## config.mk

```make
export PLATFORM = sky130hd
export DESIGN_NAME = weight_fetch_ctrl_flat
export DESIGN_NICKNAME = d
export VERILOG_FILES = /design/src/rtl/weight_fetch_ctrl_if.sv /design/src/rtl/weight_fetch_ctrl.sv /design/src/flat_wrapper.sv
export SDC_FILE = /design/constraint.sdc
export NUM_CORES = 1
export LEC_CHECK = 0
export CAP_MARGIN = 20
export CORE_MARGIN = 3
export CORE_UTILIZATION = 34
export DETAILED_ROUTE_END_ITERATION = 8
export PLACE_DENSITY = 0.67
export SETUP_SLACK_MARGIN = 0.5
export SYNTH_ARGS = -nofsm -noshare
export SYNTH_HDL_FRONTEND = slang
export SYNTH_SLANG_ARGS = --single-unit
```

## constraint.sdc

```tcl
create_clock -name clk -period 6.3 [get_ports clk]
set_clock_uncertainty 0.15 [all_clocks]
set_input_delay 1.26 -clock clk [delete_from_list [all_inputs] [get_ports clk]]
set_output_delay 1.26 -clock clk [all_outputs]
set_load 0.02 [all_outputs]
```

## src/rtl/weight_fetch_ctrl_if.sv

```systemverilog
// Weight fetch bus: BRAM read port plus the weight stream towards the MAC.
interface weight_fetch_ctrl_if #(
  parameter int unsigned DATA_W = 16,
  parameter int unsigned ADDR_W = 5
);
  logic [ADDR_W-1:0] bram_addr;
  logic              bram_en;
  logic              bram_we;
  logic [DATA_W-1:0] bram_di;
  logic [DATA_W-1:0] bram_do;
  logic [DATA_W-1:0] w_data;
  logic              w_valid;
  logic              w_last;
  logic              w_ready;

  // Fetch controller side: drives the BRAM port and sources the weight stream.
  modport master (
    output bram_addr, bram_en, bram_we, bram_di,
    input  bram_do,
    output w_data, w_valid, w_last,
    input  w_ready
  );

  // BRAM/MAC side.
  modport slave (
    input  bram_addr, bram_en, bram_we, bram_di,
    output bram_do,
    input  w_data, w_valid, w_last,
    output w_ready
  );
endinterface

```

## src/rtl/weight_fetch_ctrl.sv

```systemverilog
// Weight fetch controller: reads COUNT consecutive words from one BRAM
// (wrapping at DEPTH) and streams them to the MAC through a 2-entry buffer.
module weight_fetch_ctrl #(
  parameter int unsigned DATA_W = 16,
  parameter int unsigned ADDR_W = 5,
  parameter int unsigned DEPTH  = 28,
  parameter int unsigned BUF_D  = 2
) (
  input  logic                clk,
  input  logic                rst,
  input  logic                start,
  input  logic [ADDR_W-1:0]   base_addr,
  input  logic [ADDR_W:0]     count,
  input  logic                abort,
  output logic                busy,
  output logic                done,
  weight_fetch_ctrl_if.master bus
);

  localparam int unsigned CNT_W = ADDR_W + 1;
  localparam int unsigned OCC_W = 3;

  typedef enum logic [1:0] {
    S_IDLE,
    S_FETCH,
    S_DRAIN,
    S_FINISH
  } state_t;

  typedef struct packed {
    logic              vld;
    logic              last;
    logic [DATA_W-1:0] data;
  } entry_t;

  state_t            state_q, state_d;
  logic [ADDR_W-1:0] fetch_addr_q, fetch_addr_d;
  logic [CNT_W-1:0]  remaining_q, remaining_d;
  logic [ADDR_W-1:0] bram_addr_q, bram_addr_d;
  logic              bram_en_q, bram_en_d;
  logic              infl_last_q, infl_last_d;
  entry_t            head_q, head_d;
  entry_t            tail_q, tail_d;
  logic              busy_q, busy_d;
  logic              done_q, done_d;

  logic              pop;
  logic              issue;
  logic [OCC_W-1:0]  occ_after;
  entry_t            captured;

  // Occupancy left after this edge: buffered words plus the read in flight, minus the word leaving.
  always_comb begin
    pop       = head_q.vld & bus.w_ready;
    occ_after = OCC_W'(head_q.vld) + OCC_W'(tail_q.vld) + OCC_W'(bram_en_q) - OCC_W'(pop);
    issue     = (state_q == S_FETCH) && (remaining_q != '0) && (occ_after < OCC_W'(BUF_D));
    captured  = {1'b1, infl_last_q, bus.bram_do};
  end

  // Next-state, read issue and buffer update.
  always_comb begin
    state_d      = state_q;
    fetch_addr_d = fetch_addr_q;
    remaining_d  = remaining_q;
    bram_addr_d  = bram_addr_q;
    bram_en_d    = 1'b0;
    infl_last_d  = 1'b0;
    head_d       = head_q;
    tail_d       = tail_q;
    busy_d       = 1'b0;
    done_d       = 1'b0;

    if (pop) begin
      head_d = tail_q;
      tail_d = '0;
    end
    if (bram_en_q) begin
      if (!head_d.vld) begin
        head_d = captured;
      end else begin
        tail_d = captured;
      end
    end

    case (state_q)
      S_IDLE: begin
        if (start && !abort) begin
          fetch_addr_d = base_addr;
          remaining_d  = count;
          state_d      = (count == '0) ? S_FINISH : S_FETCH;
        end
      end
      S_FETCH: begin
        if (issue) begin
          bram_en_d    = 1'b1;
          bram_addr_d  = fetch_addr_q;
          infl_last_d  = (remaining_q == CNT_W'(1));
          fetch_addr_d = (fetch_addr_q == ADDR_W'(DEPTH - 1)) ? '0 : fetch_addr_q + ADDR_W'(1);
          remaining_d  = remaining_q - CNT_W'(1);
          if (remaining_q == CNT_W'(1)) begin
            state_d = S_DRAIN;
          end
        end else if (remaining_q == '0) begin
          state_d = S_DRAIN;
        end
      end
      S_DRAIN: begin
        if (occ_after == '0) begin
          state_d = S_FINISH;
        end
      end
      S_FINISH: begin
        state_d = S_IDLE;
      end
      default: begin
        state_d = S_IDLE;
      end
    endcase

    // Cancel drops the buffer and any word still coming back from the BRAM.
    if (abort && (state_q != S_IDLE)) begin
      state_d     = S_IDLE;
      bram_en_d   = 1'b0;
      infl_last_d = 1'b0;
      remaining_d = '0;
      head_d      = '0;
      tail_d      = '0;
    end

    busy_d = (state_d == S_FETCH) || (state_d == S_DRAIN);
    done_d = (state_d == S_FINISH);
  end

  // State and datapath registers.
  always_ff @(posedge clk or posedge rst) begin
    if (rst) begin
      state_q      <= S_IDLE;
      fetch_addr_q <= '0;
      remaining_q  <= '0;
      bram_addr_q  <= '0;
      bram_en_q    <= 1'b0;
      infl_last_q  <= 1'b0;
      head_q       <= '0;
      tail_q       <= '0;
      busy_q       <= 1'b0;
      done_q       <= 1'b0;
    end else begin
      state_q      <= state_d;
      fetch_addr_q <= fetch_addr_d;
      remaining_q  <= remaining_d;
      bram_addr_q  <= bram_addr_d;
      bram_en_q    <= bram_en_d;
      infl_last_q  <= infl_last_d;
      head_q       <= head_d;
      tail_q       <= tail_d;
      busy_q       <= busy_d;
      done_q       <= done_d;
    end
  end

  assign bus.bram_addr = bram_addr_q;
  assign bus.bram_en   = bram_en_q;
  assign bus.bram_we   = 1'b0;
  assign bus.bram_di   = '0;
  assign bus.w_data    = head_q.data;
  assign bus.w_valid   = head_q.vld;
  assign bus.w_last    = head_q.last;
  assign busy          = busy_q;
  assign done          = done_q;

endmodule

```

## src/flat_wrapper.sv

```systemverilog
// flat-port wrapper written by rule: the top's interface ports become plain ports
module weight_fetch_ctrl_flat 
#(
  parameter int unsigned DATA_W = 16,
  parameter int unsigned ADDR_W = 5,
  parameter int unsigned DEPTH  = 28,
  parameter int unsigned BUF_D  = 2
)
  (clk, rst, start, base_addr, count, abort, busy, done, bus_bram_addr, bus_bram_en, bus_bram_we, bus_bram_di, bus_bram_do, bus_w_data, bus_w_valid, bus_w_last, bus_w_ready);
  weight_fetch_ctrl_if #(.DATA_W(DATA_W), .ADDR_W(ADDR_W)) bus_i ();
  input  logic clk;
  input  logic rst;
  input  logic start;
  input  logic [ADDR_W-1:0] base_addr;
  input  logic [ADDR_W:0] count;
  input  logic abort;
  output logic busy;
  output logic done;
  output wire logic [$bits(bus_i.bram_addr)-1:0] bus_bram_addr;
  output wire logic [$bits(bus_i.bram_en)-1:0] bus_bram_en;
  output wire logic [$bits(bus_i.bram_we)-1:0] bus_bram_we;
  output wire logic [$bits(bus_i.bram_di)-1:0] bus_bram_di;
  input wire logic [$bits(bus_i.bram_do)-1:0] bus_bram_do;
  output wire logic [$bits(bus_i.w_data)-1:0] bus_w_data;
  output wire logic [$bits(bus_i.w_valid)-1:0] bus_w_valid;
  output wire logic [$bits(bus_i.w_last)-1:0] bus_w_last;
  input wire logic [$bits(bus_i.w_ready)-1:0] bus_w_ready;
  assign bus_bram_addr = bus_i.bram_addr;
  assign bus_bram_en = bus_i.bram_en;
  assign bus_bram_we = bus_i.bram_we;
  assign bus_bram_di = bus_i.bram_di;
  assign bus_i.bram_do = bus_bram_do;
  assign bus_w_data = bus_i.w_data;
  assign bus_w_valid = bus_i.w_valid;
  assign bus_w_last = bus_i.w_last;
  assign bus_i.w_ready = bus_w_ready;
  weight_fetch_ctrl #(.DATA_W(DATA_W), .ADDR_W(ADDR_W), .DEPTH(DEPTH), .BUF_D(BUF_D)) u_core (.clk(clk), .rst(rst), .start(start), .base_addr(base_addr), .count(count), .abort(abort), .busy(busy), .done(done), .bus(bus_i));
endmodule
```

# Yosys cells after proc, flatten, opt, wreduce, memory -nomap -nowiden
# Index checks and enable logic that the tools add are counted.
dict set report totals {
  regBits 58
  input_bits 32
  output_inout_bits 43
  word_cells 80
}
dict set report op_classes {
  addsub 5
  n_lt_le_gt_ge 1
  eq_ne 12
  muxes 30
  bitwise_logic 1
  reduce_logical 17
}
# op count
set ops {}
lappend ops {{$mux 18} 7}
lappend ops {{$mux 6} 3}
lappend ops {{$mux 17} 1}
lappend ops {{$mux 5} 3}
lappend ops {{$mux 2} 7}
lappend ops {{$logic_not 6->1} 2}
lappend ops {{$pmux 6 s2} 1}
lappend ops {{$pmux 5 s2} 1}
lappend ops {{$eq 2x2->1 const B} 4}
lappend ops {{$pmux 2 s4} 1}
lappend ops {{$eq 6x1->1 const B} 1}
lappend ops {{$mux 1} 6}
lappend ops {{$reduce_and 3->1} 2}
lappend ops {{$reduce_bool 6->1} 1}
lappend ops {{$sub 6x1->6 const B} 1}
lappend ops {{$add 5x1->5 const B} 1}
lappend ops {{$eq 5x5->1 const B} 1}
lappend ops {{$eq 2x1->1 const B} 2}
lappend ops {{$logic_and 1x1->1} 4}
lappend ops {{$ne 2x1->1 const B} 2}
lappend ops {{$reduce_bool 2->1} 2}
lappend ops {{$add 3x1->3} 1}
lappend ops {{$logic_not 3->1} 1}
lappend ops {{$lt 3x2->1 const B} 1}
lappend ops {{other kinds (10)} 10}

# Logic depth before layout (Yosys ltp)
dict set report logic_depth {
  ltp_word 10
  depth_mapped 13
  mapped_depth_nobuf 11
}

# Worst setup path before layout
# Ideal clock, no wire load.
dict set report synth_path {
  kind {input to register}
  start {input bus_w_ready}
  end {register u_core.busy_q (netlist: u_core.busy)}
  setup_time_ns 0.126
  arrival_ns 3.573
  t_required_ns 6.024
  slack_ns 2.451
  stages 13
  path_buffers 2
  cell_sequence {buf_2 > nand2_1 > clkbuf_1 > nand2_1 > nand2_1 > ha_1 > fa_1 > xnor2_1 > nor3b_1 > o211ai_1 > a22oi_1 > nor2_1 > ha_1}
}
dict set report synth_via {
  elab_chain_len 9
  word_cells_on_any_way 12
  classes_between {add/sub (1); order compare (1); eq/ne (2); mux (4); bitwise (1); reduce/logical (3)}
}
# element line
set synth_lines {}
lappend synth_lines {{from (decl)} flat_wrapper.sv:27} ;# input wire logic [$bits(bus_i.w_ready)-1:0] bus_w_ready;
lappend synth_lines {{$and 1x1->1 *} weight_fetch_ctrl.sv:54} ;# pop = head_q.vld & bus.w_ready;
lappend synth_lines {{$sub 3x1->3 *} weight_fetch_ctrl.sv:55} ;# occ_after = OCC_W'(head_q.vld) + OCC_W'(tail_q.vld) + OCC_W'(bram_en_q) - OCC_W'(pop);
lappend synth_lines {{$lt 3x2->1} weight_fetch_ctrl.sv:56} ;# issue = (state_q == S_FETCH) && (remaining_q != '0) && (occ_after < OCC_W'(BUF_D));
lappend synth_lines {{$logic_and 1x1->1} weight_fetch_ctrl.sv:56}
lappend synth_lines {{$mux 2} weight_fetch_ctrl.sv:94} ;# if (issue) begin
lappend synth_lines {{$pmux 2 s4 *} weight_fetch_ctrl.sv:85} ;# case (state_q)
lappend synth_lines {{$mux 2 *} weight_fetch_ctrl.sv:121} ;# if (abort && (state_q != S_IDLE)) begin
lappend synth_lines {{via u_core.state_d[0]} weight_fetch_ctrl.sv:36} ;# state_t state_q, state_d;
lappend synth_lines {{$eq 2x1->1 / $eq 2x2->1 (equally long branches)} weight_fetch_ctrl.sv:130} ;# busy_d = (state_d == S_FETCH) || (state_d == S_DRAIN);
lappend synth_lines {{$logic_or 1x1->1 *} weight_fetch_ctrl.sv:130}
lappend synth_lines {{via u_core.busy_d} weight_fetch_ctrl.sv:44} ;# logic busy_q, busy_d;
lappend synth_lines {{to (signal assigned)} weight_fetch_ctrl.sv:156} ;# busy_q <= busy_d;
lappend synth_lines {{to (decl)} weight_fetch_ctrl.sv:44}
# Mark *: on every way through the listed nets, which the timed path passes. The rest lies on a longest branch.
# A chain may end at the register's enable or synchronous reset.

# Final worst setup path
dict set report layout_path {
  start {input bus_w_ready}
  end {register u_core.fetch_addr_q[3]}
}
dict set report layout_via {
  elab_chain_len 6
}
# element line
set layout_lines {}
lappend layout_lines {{$and 1x1->1} weight_fetch_ctrl.sv:54}
lappend layout_lines {{$sub 3x1->3} weight_fetch_ctrl.sv:55}
lappend layout_lines {{$lt 3x2->1} weight_fetch_ctrl.sv:56}
lappend layout_lines {{$logic_and 1x1->1} weight_fetch_ctrl.sv:56}
lappend layout_lines {{$ne 2x1->1 (no source line)} --}
lappend layout_lines {{$reduce_and 3->1 (no source line)} --}
lappend layout_lines {{to (signal assigned)} weight_fetch_ctrl.sv:149} ;# fetch_addr_q <= fetch_addr_d;
lappend layout_lines {{to (decl)} weight_fetch_ctrl.sv:37} ;# logic [ADDR_W-1:0] fetch_addr_q, fetch_addr_d;
# No other way between the ends.

==> metrics.md <==
| Metric | Value |
|---|---|
| Fraction of layout cells with a size suffix above 1 | 0.0867 |
| Grt ovf | 0 |
| Yosys cell types | 44 |
| Fin Hold WS | between 300 and 400 ps |
| Clock network fraction of total power | 0.233 |
| Hold Crit Class | flop to flop |
| Die area | 0.0103 mm2 |
| Critical Path Most Common Cell | nand2_1 |
| Via count | 2603 |
| Sequential power share | 0.343 |
| Net switching power figure | roughly 700 uW |
| Int Pwr | around 1.1 mW |
| Top post-synthesis cells by area | dfrtp_1 (47%), nand2_1 (6.2%), nand3_1 (5.7%) |
| TritonCTS buffer count | 9 |
| Hold path cells | 2 |
| Die height | between 100 and 150 um |
| Bufs on Longest Clock Path | 2 |
| Leading cell type in the layout, fill and taps excluded | dfrtp_1 |
| CTS tree | done |
| Number of setup buffers added after CTS | 0 |
| Fmax | roughly 0.23 GHz |
| Largest area contributor in the netlist | dfrtp_1 |
| CTS Sinks | between 50 and 60 |
| Total track usage | 0.149 |
| PwrDens | around 460 mW/mm2 |
| Post-route design area | ~0.004 mm2 |
| Initial antenna violation count | 0 |
| Drt first pass iters | 5 |
| Final Power | ~1.8 mW |
| WL/cell | roughly 15 um |
| PortBufs | 57 |
| Slowest cell on crit path | a2111oi_4 |
| Fin crit share | 0.696 |
| Leak Pwr | roughly 1.7 nW |
| Cell Area, Synth | roughly 0.0031 mm2 |
| Final HPWL from detailed placement | just under 5000 um |
| Worst-case reg-to-reg path depth | 8 |
| Worst stage delay on the critical path | slightly above 600 ps |
| Core area | ~0.009 mm2 |
| Die width | between 100 and 150 um |
| Post-layout nets | about 430 |
| VDD IR-drop max | 169 uV |
| Syn. warnings | 0 |
| Initial Util | 0.353 |
| Final hold violations | 0 |
| Slew @ Worst Pin | ~750 ps |
| RSZ-0062 raised after global routing | false |
| Slew Limit Fails | 0 |
| Worst-path clk slew | 70 ps |
| Relative slew slack | 0.499 |
| Hold buffers post-CTS | 0 |
| GP Congestion | between 0.8 and 0.9 |
| P&R area growth vs syn | 26.9% |
| Final min period | 4380 ps |
| Ant diodes | 0 |
| Seq/Total Area, Yosys | 0.470 |
| # setup viols final | 0 |
| Row count | 34 |
| TNS Setup | 0 ps |
| Arr. time, crit path | roughly 4500 ps |
| H-tree depth | 3 |
| Detail Route Antenna Nets | 0 |
| Post-CTS Resized | 0 |
| Max-Cap Viols | 0 |
| Commonest cells after routing, fill and taps aside | dfrtp_1 (58), clkdlybuf4s50_1 (57), nand2_1 (51), nand3_1 (35) |
| Syn avg cell area | 9.11 um2 |
| DRC violations left | 0 |
| Largest net degree at the start of global routing | between 50 and 60 |
| Worst setup SP type | input pin |
| CP Max Fanout | 19 |
| Drt initial violations | 187 |
| Placed cells | ~480 |
| Dpl cell area | 0.00364 mm2 |
| Switching Fraction | 0.384 |
| Gate Count Post-Synth | 339 |
| Worst-skew pair later-pin latency | around 340 ps |
| CP Cell Sequence | clkdlybuf4s50_1, buf_4, nand2_1, or2_2, nand2_1, ha_1, fa_1, a2111oi_4, or2_1, mux2_4 |
| Root buf cell | clkbuf_8 |
| Vias in the first global route | roughly 2500 |
| Status | finished clean |
| Non-Filler Instances | 500 |
| CP endpoint kind | flop |
| # IOs | 75 |
| WL final | 7310 um |
| First-pass GRT wire length | between 10000 and 15000 um |
| Combinational Power Share | 0.424 |
| Synth top area share | 0.470 |
| Vias per cell | 5.21 |
| Crit Path Class | input pin to flop |
| Worst endpoint required time | roughly 6400 ps |
| Synth Register Bits | 58 |
[through the flow]
step | worst slack (ps) | utilization
6_report | 1920 | 0.447
5_1_grt | 1720 | 0.447
4_1_cts | 1920 | 0.444
3_5_place_dp | 1580 | 0.416
3_3_place_gp | 1660 | 0.416
2_1_floorplan | 2450 | -
[area by class of cell]
type	instances	area, um2
clock buffers	9	124
clock inverters	7	125
fillers	865	4840
inverters	7	26.3
multi-input cells	249	1430
flip-flops and latches	58	1450
well taps	108	135
repair buffers	62	628
[critical path: cells and delay by family]
| family | cells | cell delay (ps) |
|---|---|---|
| mux | 1 | 330 |
| compound gates | 1 | 610 |
| simple gates | 4 | 930 |
| buf+inv | 2 | 690 |
| fa+ha+maj | 2 | 640 |
[power by group through the flow]
| stage | sequential (mW) | clock [mW] | combinational, mW |
|---|---|---|---|
| after floorplan | 0.668 | 0 | 0.465 |
| after global placement | 0.625 | 0 | 0.734 |
| after detailed placement | 0.627 | 0 | 0.752 |
| after CTS | 0.622 | 0.434 | 0.756 |
| after global routing | 0.642 | 0.450 | 0.846 |
| final | 0.622 | 0.423 | 0.770 |
[path summary, 6_finish.rpt]
kind | start | to | slack [ps]
worst max-delay path | bus_w_ready | u_core.fetch_addr_q[3] | 1920
worst min-delay path | u_core.infl_last_q | u_core.tail_q[16] | 380
worst max register to register | u_core.bus.w_valid | u_core.fetch_addr_q[3] | 2650
worst min register to register | u_core.infl_last_q | u_core.tail_q[16] | 380
max in group asynchronous | rst | u_core.bus.w_data[11] | 4210
min in group asynchronous | rst | u_core.bus.bram_addr[2] | 1300
[Yosys cell counts]
cell type  number
nand3_1        35
and3_1          1
nor3_1          5
fa_1            1
o32ai_2         1
nor4_1          3
a32oi_1         1
nand2b_4        1
conb_1          1
and2_1          1
mux2_4          1
a311oi_1       17
buf_2           8
nor4_4          1
ha_1            6
a21boi_1        1
a31oi_1         2
nor3b_1         3
mux2i_1         1
o22ai_1         2
mux2_2          5
nor4b_2         1
o22a_1          1
a211oi_1        1
o21a_1          1
a2111oi_4       1
dfrtp_1        58
buf_6           1
o211ai_1        1
a22oi_1         3
clkbuf_1       13
or2_2           1
nand2_1        51
o21ai_0        13
nand2b_1        4
and2b_1         1
or2_1           1
buf_4          19
or4_1           1
nor2_1         30
xnor2_1         2
a21oi_1        30
inv_1           7
a21o_1          1
[routing by layer]
layer | routed length (um) | GRT usage | share of wire | vias up
li1 | - | - | - | 1253
met5 | 0 | 0 | 0 | -
met4 | 116 | 0.0521 | 0.016 | 0
met3 | 445 | 0.0372 | 0.061 | 7
met2 | 3440 | 0.231 | 0.47 | 87
met1 | 3300 | 0.202 | 0.45 | 1256
[kinds of logic (layout without fill, tap and decap cells)]
group,after synthesis,after routing,synth area share
and+or+nand+nor,140,140,0.214
xor gates and xnor gates,2,2,0.00567
AOI/OAI and AO/OA,76,76,0.165
buffers and inverters,48,85,0.0871
DFF,58,58,0.470
adders and majority gates,7,7,0.0308
other,1,17,0.00121
muxes,7,7,0.0263
[registers in the layout, summed over array words and instances (netlist names)]
| register | cells |
|---|---|
| u_core.fetch_addr_q | 5 |
| u_core.bus.w_data | 16 |
| u_core.bus.bram_en | 1 |
| u_core.state_q | 2 |
| u_core.bus.w_last | 1 |
| u_core.busy | 1 |
| u_core.remaining_q | 6 |
| u_core.tail_q | 18 |
| u_core.bus.bram_addr | 5 |
| u_core.done | 1 |
| u_core.bus.w_valid | 1 |
| u_core.infl_last_q | 1 |
No activity file was read; power rests on OpenSTA's default activity.
